### src/rtl/cby_bl_wl_loader.sv
// Bit-line / word-line configuration loader for a cby tile: assembles one BL frame per row from a
// byte stream, then strobes that row's WL. Define CFG_PARITY_EN to add per-beat even-parity checking.
module cby_bl_wl_loader #(
    parameter int unsigned BL_WIDTH        = 80,
    parameter int unsigned WL_WIDTH        = 80,
    parameter int unsigned DATA_WIDTH      = 8,
    parameter int unsigned WL_PULSE_CYCLES = 2
) (
    input  logic                            prog_clk,
    input  logic                            pReset,
    input  logic                            start,
    input  logic [$clog2(WL_WIDTH+1)-1:0]   num_rows,
    input  logic [DATA_WIDTH-1:0]           cfg_data,
    input  logic                            cfg_valid,
`ifdef CFG_PARITY_EN
    input  logic                            cfg_parity,
`endif
    output logic                            cfg_ready,
    input  logic                            cfg_last,
    output logic [0:BL_WIDTH-1]             bl,
    output logic [0:WL_WIDTH-1]             wl,
    output logic                            busy,
    output logic                            done,
    output logic                            err
);

    localparam int unsigned BEATS   = BL_WIDTH / DATA_WIDTH;
    localparam int unsigned BEAT_W  = (BEATS > 1) ? $clog2(BEATS) : 1;
    localparam int unsigned PULSE_W = (WL_PULSE_CYCLES > 1) ? $clog2(WL_PULSE_CYCLES) : 1;
    localparam int unsigned ROW_W   = $clog2(WL_WIDTH + 1);

    localparam logic [BEAT_W-1:0]  LAST_BEAT  = BEAT_W'(BEATS - 1);
    localparam logic [PULSE_W-1:0] PULSE_LAST = PULSE_W'(WL_PULSE_CYCLES - 1);
    localparam logic [ROW_W-1:0]   ROW_MAX    = ROW_W'(WL_WIDTH);

    typedef enum logic [2:0] {StIdle, StLoad, StPulse, StHold, StAbort} state_e;

    state_e              state_q;
    logic [BEAT_W-1:0]   beat_q;
    logic [PULSE_W-1:0]  pulse_q;
    logic [ROW_W-1:0]    row_q;
    logic [ROW_W-1:0]    rows_q;
    logic [ROW_W-1:0]    row_next;
    logic [0:BL_WIDTH-1] bl_loaded;
    logic [0:WL_WIDTH-1] wl_row;
    logic                parity_bad;

`ifdef CFG_PARITY_EN
    assign parity_bad = (^cfg_data) != cfg_parity;
`else
    assign parity_bad = 1'b0;
`endif

    assign row_next = row_q + 1'b1;

    // Beat k lands at bl[k*DATA_WIDTH + j] = cfg_data[j]; bit order is ascending on bl.
    always_comb begin
        bl_loaded = bl;
        for (int k = 0; k < BEATS; k++) begin
            if (beat_q == BEAT_W'(k)) begin
                for (int j = 0; j < DATA_WIDTH; j++) begin
                    bl_loaded[k*DATA_WIDTH + j] = cfg_data[j];
                end
            end
        end
    end

    always_comb begin
        wl_row = '0;
        for (int i = 0; i < WL_WIDTH; i++) begin
            wl_row[i] = (row_q == ROW_W'(i));
        end
    end

    always_ff @(posedge prog_clk or posedge pReset) begin
        if (pReset) begin
            state_q   <= StIdle;
            beat_q    <= '0;
            pulse_q   <= '0;
            row_q     <= '0;
            rows_q    <= '0;
            bl        <= '0;
            wl        <= '0;
            cfg_ready <= 1'b0;
            busy      <= 1'b0;
            done      <= 1'b0;
            err       <= 1'b0;
        end else begin
            done <= 1'b0;
            case (state_q)
                StIdle: begin
                    if (start) begin
                        if (num_rows == '0 || num_rows > ROW_MAX) begin
                            err <= 1'b1;
                        end else begin
                            err       <= 1'b0;
                            rows_q    <= num_rows;
                            row_q     <= '0;
                            beat_q    <= '0;
                            cfg_ready <= 1'b1;
                            busy      <= 1'b1;
                            state_q   <= StLoad;
                        end
                    end
                end
                StLoad: begin
                    if (cfg_valid) begin
                        if (parity_bad) begin
                            err       <= 1'b1;
                            cfg_ready <= 1'b0;
                            state_q   <= StAbort;
                        end else begin
                            bl <= bl_loaded;
                            if (beat_q == LAST_BEAT) begin
                                cfg_ready <= 1'b0;
                                if (cfg_last) begin
                                    wl      <= wl_row;
                                    pulse_q <= '0;
                                    state_q <= StPulse;
                                end else begin
                                    err     <= 1'b1;
                                    state_q <= StAbort;
                                end
                            end else if (cfg_last) begin
                                err       <= 1'b1;
                                cfg_ready <= 1'b0;
                                state_q   <= StAbort;
                            end else begin
                                beat_q <= beat_q + 1'b1;
                            end
                        end
                    end
                end
                StPulse: begin
                    if (pulse_q == PULSE_LAST) begin
                        wl      <= '0;
                        state_q <= StHold;
                    end else begin
                        pulse_q <= pulse_q + 1'b1;
                    end
                end
                StHold: begin
                    beat_q <= '0;
                    row_q  <= row_next;
                    if (row_next == rows_q) begin
                        done    <= 1'b1;
                        bl      <= '0;
                        busy    <= 1'b0;
                        state_q <= StIdle;
                    end else begin
                        cfg_ready <= 1'b1;
                        state_q   <= StLoad;
                    end
                end
                StAbort: begin
                    // The faulting frame stays visible for this one cycle, then is wiped.
                    bl      <= '0;
                    wl      <= '0;
                    busy    <= 1'b0;
                    state_q <= StIdle;
                end
                default: state_q <= StIdle;
            endcase
        end
    end

    always_ff @(posedge prog_clk) begin
        if (!pReset) begin
            assert (wl == '0 || (state_q == StPulse && $onehot(wl)))
                else $error("wl asserted outside PULSE or not one-hot");
        end
    end

endmodule

### config.mk
export PLATFORM = sky130hd
export DESIGN_NAME = cby_bl_wl_loader
export DESIGN_NICKNAME = d
export VERILOG_FILES = /design/src/rtl/cby_bl_wl_loader.sv
export SDC_FILE = /design/constraint.sdc
export NUM_CORES = 1
export LEC_CHECK = 0
export CAP_MARGIN = 20
export CORE_MARGIN = 2
export CORE_UTILIZATION = 30
export DETAILED_ROUTE_END_ITERATION = 7
export MAX_ROUTING_LAYER = met4
export PLACE_DENSITY_LB_ADDON = 0.15
export SLEW_MARGIN = 20
export SYNTH_ARGS = -nofsm -noshare
export SYNTH_HDL_FRONTEND = slang
export SYNTH_SLANG_ARGS = --single-unit
### constraint.sdc
create_clock -name prog_clk -period 17.1 [get_ports prog_clk]
set_input_delay 1.71 -clock prog_clk [delete_from_list [all_inputs] [get_ports prog_clk]]
set_output_delay 1.71 -clock prog_clk [all_outputs]
set_load 0.05 [all_outputs]
After elaboration in Yosys (flattened, before gate mapping):

Cells that the tools add are included.

* add/subtract/negate cells: 3
* $lt $le $gt $ge: 1
* eq/ne operators: 114
* mux-type cells: 58
* bitwise logic cells: 1
* reductions and logical operators: 31

Operators by type and width (count)
* two-way mux 80 bit: 6
* case mux 80 bit (3 select lines): 2
* equality test 7 x 6 -> 1 bit, second input constant: 32
* equality test 7 x 5 -> 1 bit, second input constant: 16
* equality test 7 bit, second input constant: 16
* two-way mux 8 bit: 10
* equality test 7 x 4 -> 1 bit, second input constant: 8
* AND reduction 4 bit: 12
* inequality test 2 bit, second input constant: 19
* equality test 7 x 3 -> 1 bit, second input constant: 4
* two-way mux 3 bit: 7
* two-way mux 4 bit: 5
* two-way mux 1 bit: 19
* equality test 4 x 3 -> 1 bit, second input constant: 4
* AND reduction 5 bit: 3
* equality test 7 x 2 -> 1 bit, second input constant: 2
* logical NOT 7 bit: 2
* two-way mux 7 bit: 2
* case mux 7 bit (2 select lines): 1
* case mux 3 bit (4 select lines): 1
* case mux 4 bit (3 select lines): 1
* AND reduction 6 bit: 2
* nonzero test 3 bit: 4
* equality test 4 x 2 -> 1 bit, second input constant: 2
* other kinds (20): 28

* flip-flop bits (word level): 186
* output and inout port bits: 164
* word-level logic and storage cells: 228

Logic depth before layout (Yosys ltp):

Gate-level depths: netlist of the first run.

* depth after elaboration: 5
* mapped depth: 9
* depth with buffers taken out: 7

Least setup slack after synthesis of the first run:

No wires, ideal clock.

* path type: input to register
* start: in num_rows[1]
* end: reg beat_q[0]
* arrival time: 3390 ps
* required time: 16975 ps
* path slack: 13586 ps
* stages: 5
* path buffers: 0
* path through: nor4_1 > mux2i_1 > nand3_1 > a221o_1 > mux2_2

* word-level cells in the longest chain between the ends: 4

Ends and longest elaborated chain
* start, declared: RTL line 12 `input logic [$clog2(WL_WIDTH+1)-1:0] num_rows,`
* > comparator 7 bit or logical NOT 7 bit (tied branches): RTL line 93 `if (num_rows == '0 || num_rows > ROW_MAX) begin`
* logical OR 1 bit (*): RTL line 93
* inequality test 2 bit (no line) (*)
* AND reduction 6 bit (no line) (*)
* end signal, assigned: RTL line 129 `beat_q <= beat_q + 1'b1;`
* end, declared: RTL line 39 `logic [BEAT_W-1:0] beat_q;`

Mark *: on every way between the ends. The rest lies on a longest branch, timed or not.
A chain may end at the register's enable or synchronous reset.

Worst setup path after layout of the first run:

* start: in cfg_last
* end: reg wl[75] (netlist bit)

* word-level cells in the longest chain between the ends: 2

Ends and longest elaborated chain
* start, declared: RTL line 19 `input logic cfg_last,`
* inequality test 2 bit (no line)
* AND reduction 5 bit (no line)
* end signal, assigned: RTL line 117 `wl <= wl_row;`
* end, declared: RTL line 21 `output logic [0:WL_WIDTH-1] wl,`

No other way between the ends.

==> impl_metrics.ini, run 1 <==
[status]
status = finished, final reports clean

[critical_path]
reg2reg_to = bl[48]
crit_fanout = 87
critical_path_arrival_ns = 4.26
r2r_start = row_q[0]
path_class = input pin to flip-flop
rrSetupSlack_ns = 14.00
crit_required_ns = 17.38
reg2reg_depth = 5
critPathCaptureType = flip-flop
crit_path_start_kind = input pin

[sta]
min_period_ns = 3.98
slew_violations = 0
period_share_pct = 23.3
relSlewSlack_pct = 38.4
hold_viol = 0
finalWorstSetupSlack_ns = 13.12
rsz0062_at_grt = no
finalClockSkew_ns = 0.0202
fin_tns_setup_ns = 0
hold_slack_ns = 0.478
finalSetupViolations = 0
worst_pin_slew_ns = 0.924
max_freq_ghz = 0.251

[yosys]
synth_area_leader_cell = dfrtp_1
ys_seq_elements = 186
synthTopCellsByArea = dfrtp_1 57%, nand2_1 9.2%, o31ai_1 7.6%, o22ai_1 6.1%, a2111oi_4 3.4%
synthesis.area_sq_um = 8140
syn_nets = 807
synth_cell_types = 50
yosys_warnings = 0
yosysTopAreaCellShare_pct = 57.2
synth_edf_count = 0
synth-seq-area-share_pct = 57.2
syn_area_per_cell_sq_um = 10.5
synth_async_sr_flop_share_pct = 100
ys.flop_type = dfrtp_1
synthCells = 779

[routing]
wl_um = 26000
viasPerCell = 5.17
drt_pass1_iterations = 6
drt_iter0_markers = 539
dr_total_vias = 6711
wire_per_inst_um = 20.0
postRouteAntennaNets = 0
route.detailed.drc = 0

[grt]
track_usage_pct = 19.2
grt_max_degree = 88
busiest_layer = met2
antenna_found_initial = 0
grt.met1_usage_pct = 26.5
overflow = 0
grtUsageMet3_pct = 4.40
grt_pass1_wl_um = 40700
met2_usage_pct = 28.5
grt_pass1_vias = 6629

[final_layout]
n_fill_cell = 2655
antenna_cells = 0
layout_commonest_cell = nand2_1
drive_above_1_share_pct = 7.11
mostFrequentLayoutCells = 200 x nand2_1, 186 x dfrtp_1, 183 x clkdlybuf4s50_1
final_util_pct = 40.7
fin_nets = 972
syn2layout_area_growth_pct = 33.9

[floorplan]
fp.dieArea_sq_um = 28500
initial_core_util_pct = 30.4
die_h_um = 169
die_x_um = 169
coreArea_sq_um = 26800
fp-row-count = 60
pin_count = 184

[worst_hold_path]
worstHoldPathType = flip-flop to flip-flop
worstHoldEndpoint = wl[66]
holdPathStages = 2
hp-start = wl[66]

[power]
total_power_w = 0.00261
p_sw_w = 0.00133
p_leak_nw = 4.47
p_clk_share_pct = 15.7
p_comb_share_pct = 54.2
p_seq_share_pct = 30.1
powerDensity_nw_per_um2 = 239
peakVddDrop_uv = 123
internal_power_w = 0.00128
swShare_pct = 50.9

[cts]
clk_latency_ns = 0.45
cts_buffer_depth = 2
cts_root_buffer = clkbuf_16
clkTransAtPathRegs_ns = 0.08
cts_buffers = 17
cts_sinks = 186
cts_resized = 0
post_cts_buffers = 0
cts_htree_levels = 4
cts_hold_buf = 0
cts_tree = done

[placement]
dp_hpwl_um = 17300
dpl_worst_slack_ns = 12.65
io_buffers = 183
routabilityCongestion = 0.787

[run]
cap_violations = 0
[logic make-up after synthesis]
logic type | share of synthesized area (%)
multiplexers | 1.49
XOR/XNOR | 1.18
buffers and inverters | 3.17
flip-flops | 57.2
AND/OR/NAND/NOR | 14.7
adder cells (fa/ha/maj) | 1.23
AO/OA/AOI/OAI | 21.1
[Yosys cell counts (9+ instances only)]
cell type and count:
a2111oi_4 10, o31ai_1 82, nor2_1 28, o22ai_1 79, dfrtp_1 186, nand3_1 11, clkbuf_1 32, mux2_2 9
nand2_1 200, inv_1 13, o21ai_1 9, o21ai_0 17
[registers in the layout, indices dropped and copies added, names as in the netlist]
register	flops
bl	80
wl	80
row_q	7
rows_q	7
beat_q	4
state_q	3
busy	1
cfg_ready	1
done	1
err	1
pulse_q	1
[layer usage]
layer	up-vias	wire, um
met2	244	11900
met3	30	1660
met4	0	460
li1	3173	-
met5	-	0
met1	3264	12000
[worst max-delay path: stages]
cell and delay, ns:
clkdlybuf4s50_1 0.52, nand3_1 0.18, o31ai_1 0.12, a21boi_4 0.17, buf_4 0.56, buf_4 0.74, o31ai_1 0.19
[layout make-up]
class | count | area, sq um | area share [%]
Timing Repair Buffer | 191 | 1890 | 17.4
Tap cell | 341 | 427 | 3.92
Multi-Input combinational cell | 535 | 3250 | 29.9
Clock inverter | 15 | 193 | 1.77
Clock buffer | 17 | 425 | 3.90
Inverter | 13 | 53.8 | 0.494
Sequential cell | 186 | 4650 | 42.7
[worst max-delay path by stage]
stage	start	endpoint	slack (ns)	cells past startpoint
floorplan	pReset	beat_q[0]	10.33	1
global placement	cfg_last	wl[75]	12.69	7
detailed placement	cfg_valid	bl[13]	12.65	6
CTS	cfg_valid	bl[13]	13.14	6
global route	cfg_valid	bl[23]	12.80	6
finish	cfg_last	wl[75]	13.12	7
[through the flow]
| step | instances | cell area (sq um) |
|---|---|---|
| finish | 1298 | 10900 |
| CTS | 1298 | 10900 |
| global route | 1298 | 10900 |
| detailed placement | 1266 | 10300 |
| floorplan | 779 | 8140 |
| global placement | 1266 | 10300 |
[power groups by stage]
stage               combinational [W]  sequential [W]  clock [W]
finish                        0.00141        0.000783   0.000409
global placement              0.00141        0.000793          0
CTS                           0.00142        0.000785   0.000417
detailed placement            0.00142        0.000789          0
global route                  0.00149        0.000809   0.000436
floorplan                    0.000299         0.00140          0
(Power assumes the default switching activity.)
==> inputs of run 2 (changes only) <==
- clock period: 17.1 -> 3.65 ns (I/O delays scaled with it)
==> impl_metrics.ini, run 2 (synthesis gave the netlist of run 1 again) <==
[sta]
min_period_ns = 3.03
max_freq_ghz = 0.330
fin_tns_setup_ns = 0
finalClockSkew_ns = 0.0178
relSlewSlack_pct = 39.5
rsz0062_at_grt = no
worst_pin_slew_ns = 0.905
slew_violations = 0
period_share_pct = 83.1
finalSetupViolations = 0
hold_viol = 0

[final_layout]
drive_above_1_share_pct = 8.07
largestRegisters = bl (80), wl (80)
final_util_pct = 41.1
layout_commonest_cell = nand2_1
mostFrequentLayoutCells = 200 x nand2_1, 186 x dfrtp_1, 183 x clkdlybuf4s50_1
antenna_cells = 0
fin_nets = 982
syn2layout_area_growth_pct = 35.2

[run]
cap_violations = 0

[routing]
drt_pass1_iterations = 5
route.detailed.drc = 0
wire_per_inst_um = 19.7
drt_iter0_markers = 433
viasPerCell = 5.16
wl_um = 25800
postRouteAntennaNets = 0
dr_total_vias = 6747

[cts]
post_cts_buffers = 0
clk_latency_ns = 0.44
cts_htree_levels = 4
cts_buffers = 17
cts_root_buffer = clkbuf_16
cts_hold_buf = 0
cts_tree = done
clkTransAtPathRegs_ns = 0.09
cts_sinks = 186
cts_buffer_depth = 2
cts_resized = 0

[floorplan]
fp.dieArea_sq_um = 28500
fp-row-count = 60
pin_count = 184
die_x_um = 169
coreArea_sq_um = 26800
die_h_um = 169
initial_core_util_pct = 30.4

[critical_path]
path_cells = ha_1 -> or4_1 -> a211o_2 -> a2111oi_4 -> o22ai_1
critical_path_depth = 5
r2r_start = row_q[0]
crit_path_start_kind = flip-flop
reg2reg_to = bl[58]
critPathBufInv = 0
critPathTopFamily = compound AO/OA/AOI/OAI gates
reg2reg_depth = 5
critical_path_arrival_ns = 3.33
path_class = flip-flop to flip-flop
crit_fanout = 12
max_stage_delay_ns = 0.69
crit_required_ns = 3.95
critPathCaptureType = flip-flop
cp_slowest_cell = a2111oi_4
rrSetupSlack_ns = 0.62

[placement]
dp_hpwl_um = 17700
routabilityCongestion = 0.764
io_buffers = 183

[grt]
grt_pass1_wl_um = 40200
overflow = 0
antenna_found_initial = 0
track_usage_pct = 18.9
grt_pass1_vias = 6646
grt_max_degree = 46

[power]
total_power_w = 0.0122
peakVddDrop_uv = 644
powerDensity_nw_per_um2 = 1110
p_leak_nw = 4.53

[status]
status = finished, final reports clean

[worst_hold_path]
worstHoldPathType = input pin to async pin
==> run 2: cell type report <==
class,instances,area [sq um]
clock buffer,18,439
multi-input combinational,535,3250
tap,341,427
inverter,13,52.6
timing repair buffer,201,2020
sequential,186,4650
fill,2608,15800
clock inverter,14,168
==> run 2: worst max path at each step <==
| stage | from | to | slack (ns) |
|---|---|---|---|
| after CTS | row_q[0] | bl[58] | 0.64 |
| final | row_q[0] | bl[58] | 0.62 |
| after global placement | row_q[0] | bl[56] | 0.69 |
| after detailed placement | row_q[0] | bl[57] | 0.63 |
| after global routing | row_q[0] | bl[7] | 0.44 |
| after floorplan | pReset | beat_q[0] | 0.89 |
==> run 2: stage by stage <==
stage                     cell area [sq um]  setup WS [ns]  hold WS (ns)  instances
after global placement                10400          0.689         0.459       1276
after CTS                             11000          0.642         0.401       1308
after floorplan                        8150          0.892         0.500        779
final                                 11000          0.618         0.390       1308
after detailed placement              10400          0.633         0.467       1276
after global routing                  11000          0.444         0.441       1308
==> run 2: worst register-to-register path, cell delays in order (launching register included) <==
cell and delay [ns]:
dfrtp_1 0.49, ha_1 0.41, or4_1 0.56, a211o_2 0.56
a2111oi_4 0.71, o22ai_1 0.18
==> run 2: metal layers <==
| metal | track usage (%) | routed length (um) |
|---|---|---|
| met2 | 28.9 | 11800 |
| met4 | 3.41 | 122 |
| met3 | 3.60 | 1500 |
| met1 | 26.5 | 12300 |
| met5 | - | 0 |
==> run 2: where the power goes <==
part / internal, W / switching [W]
clock: 0.000946 / 0.000931
sequential: 0.00299 / 0.000698
combinational: 0.00209 / 0.00455
total: 0.00602 / 0.00617
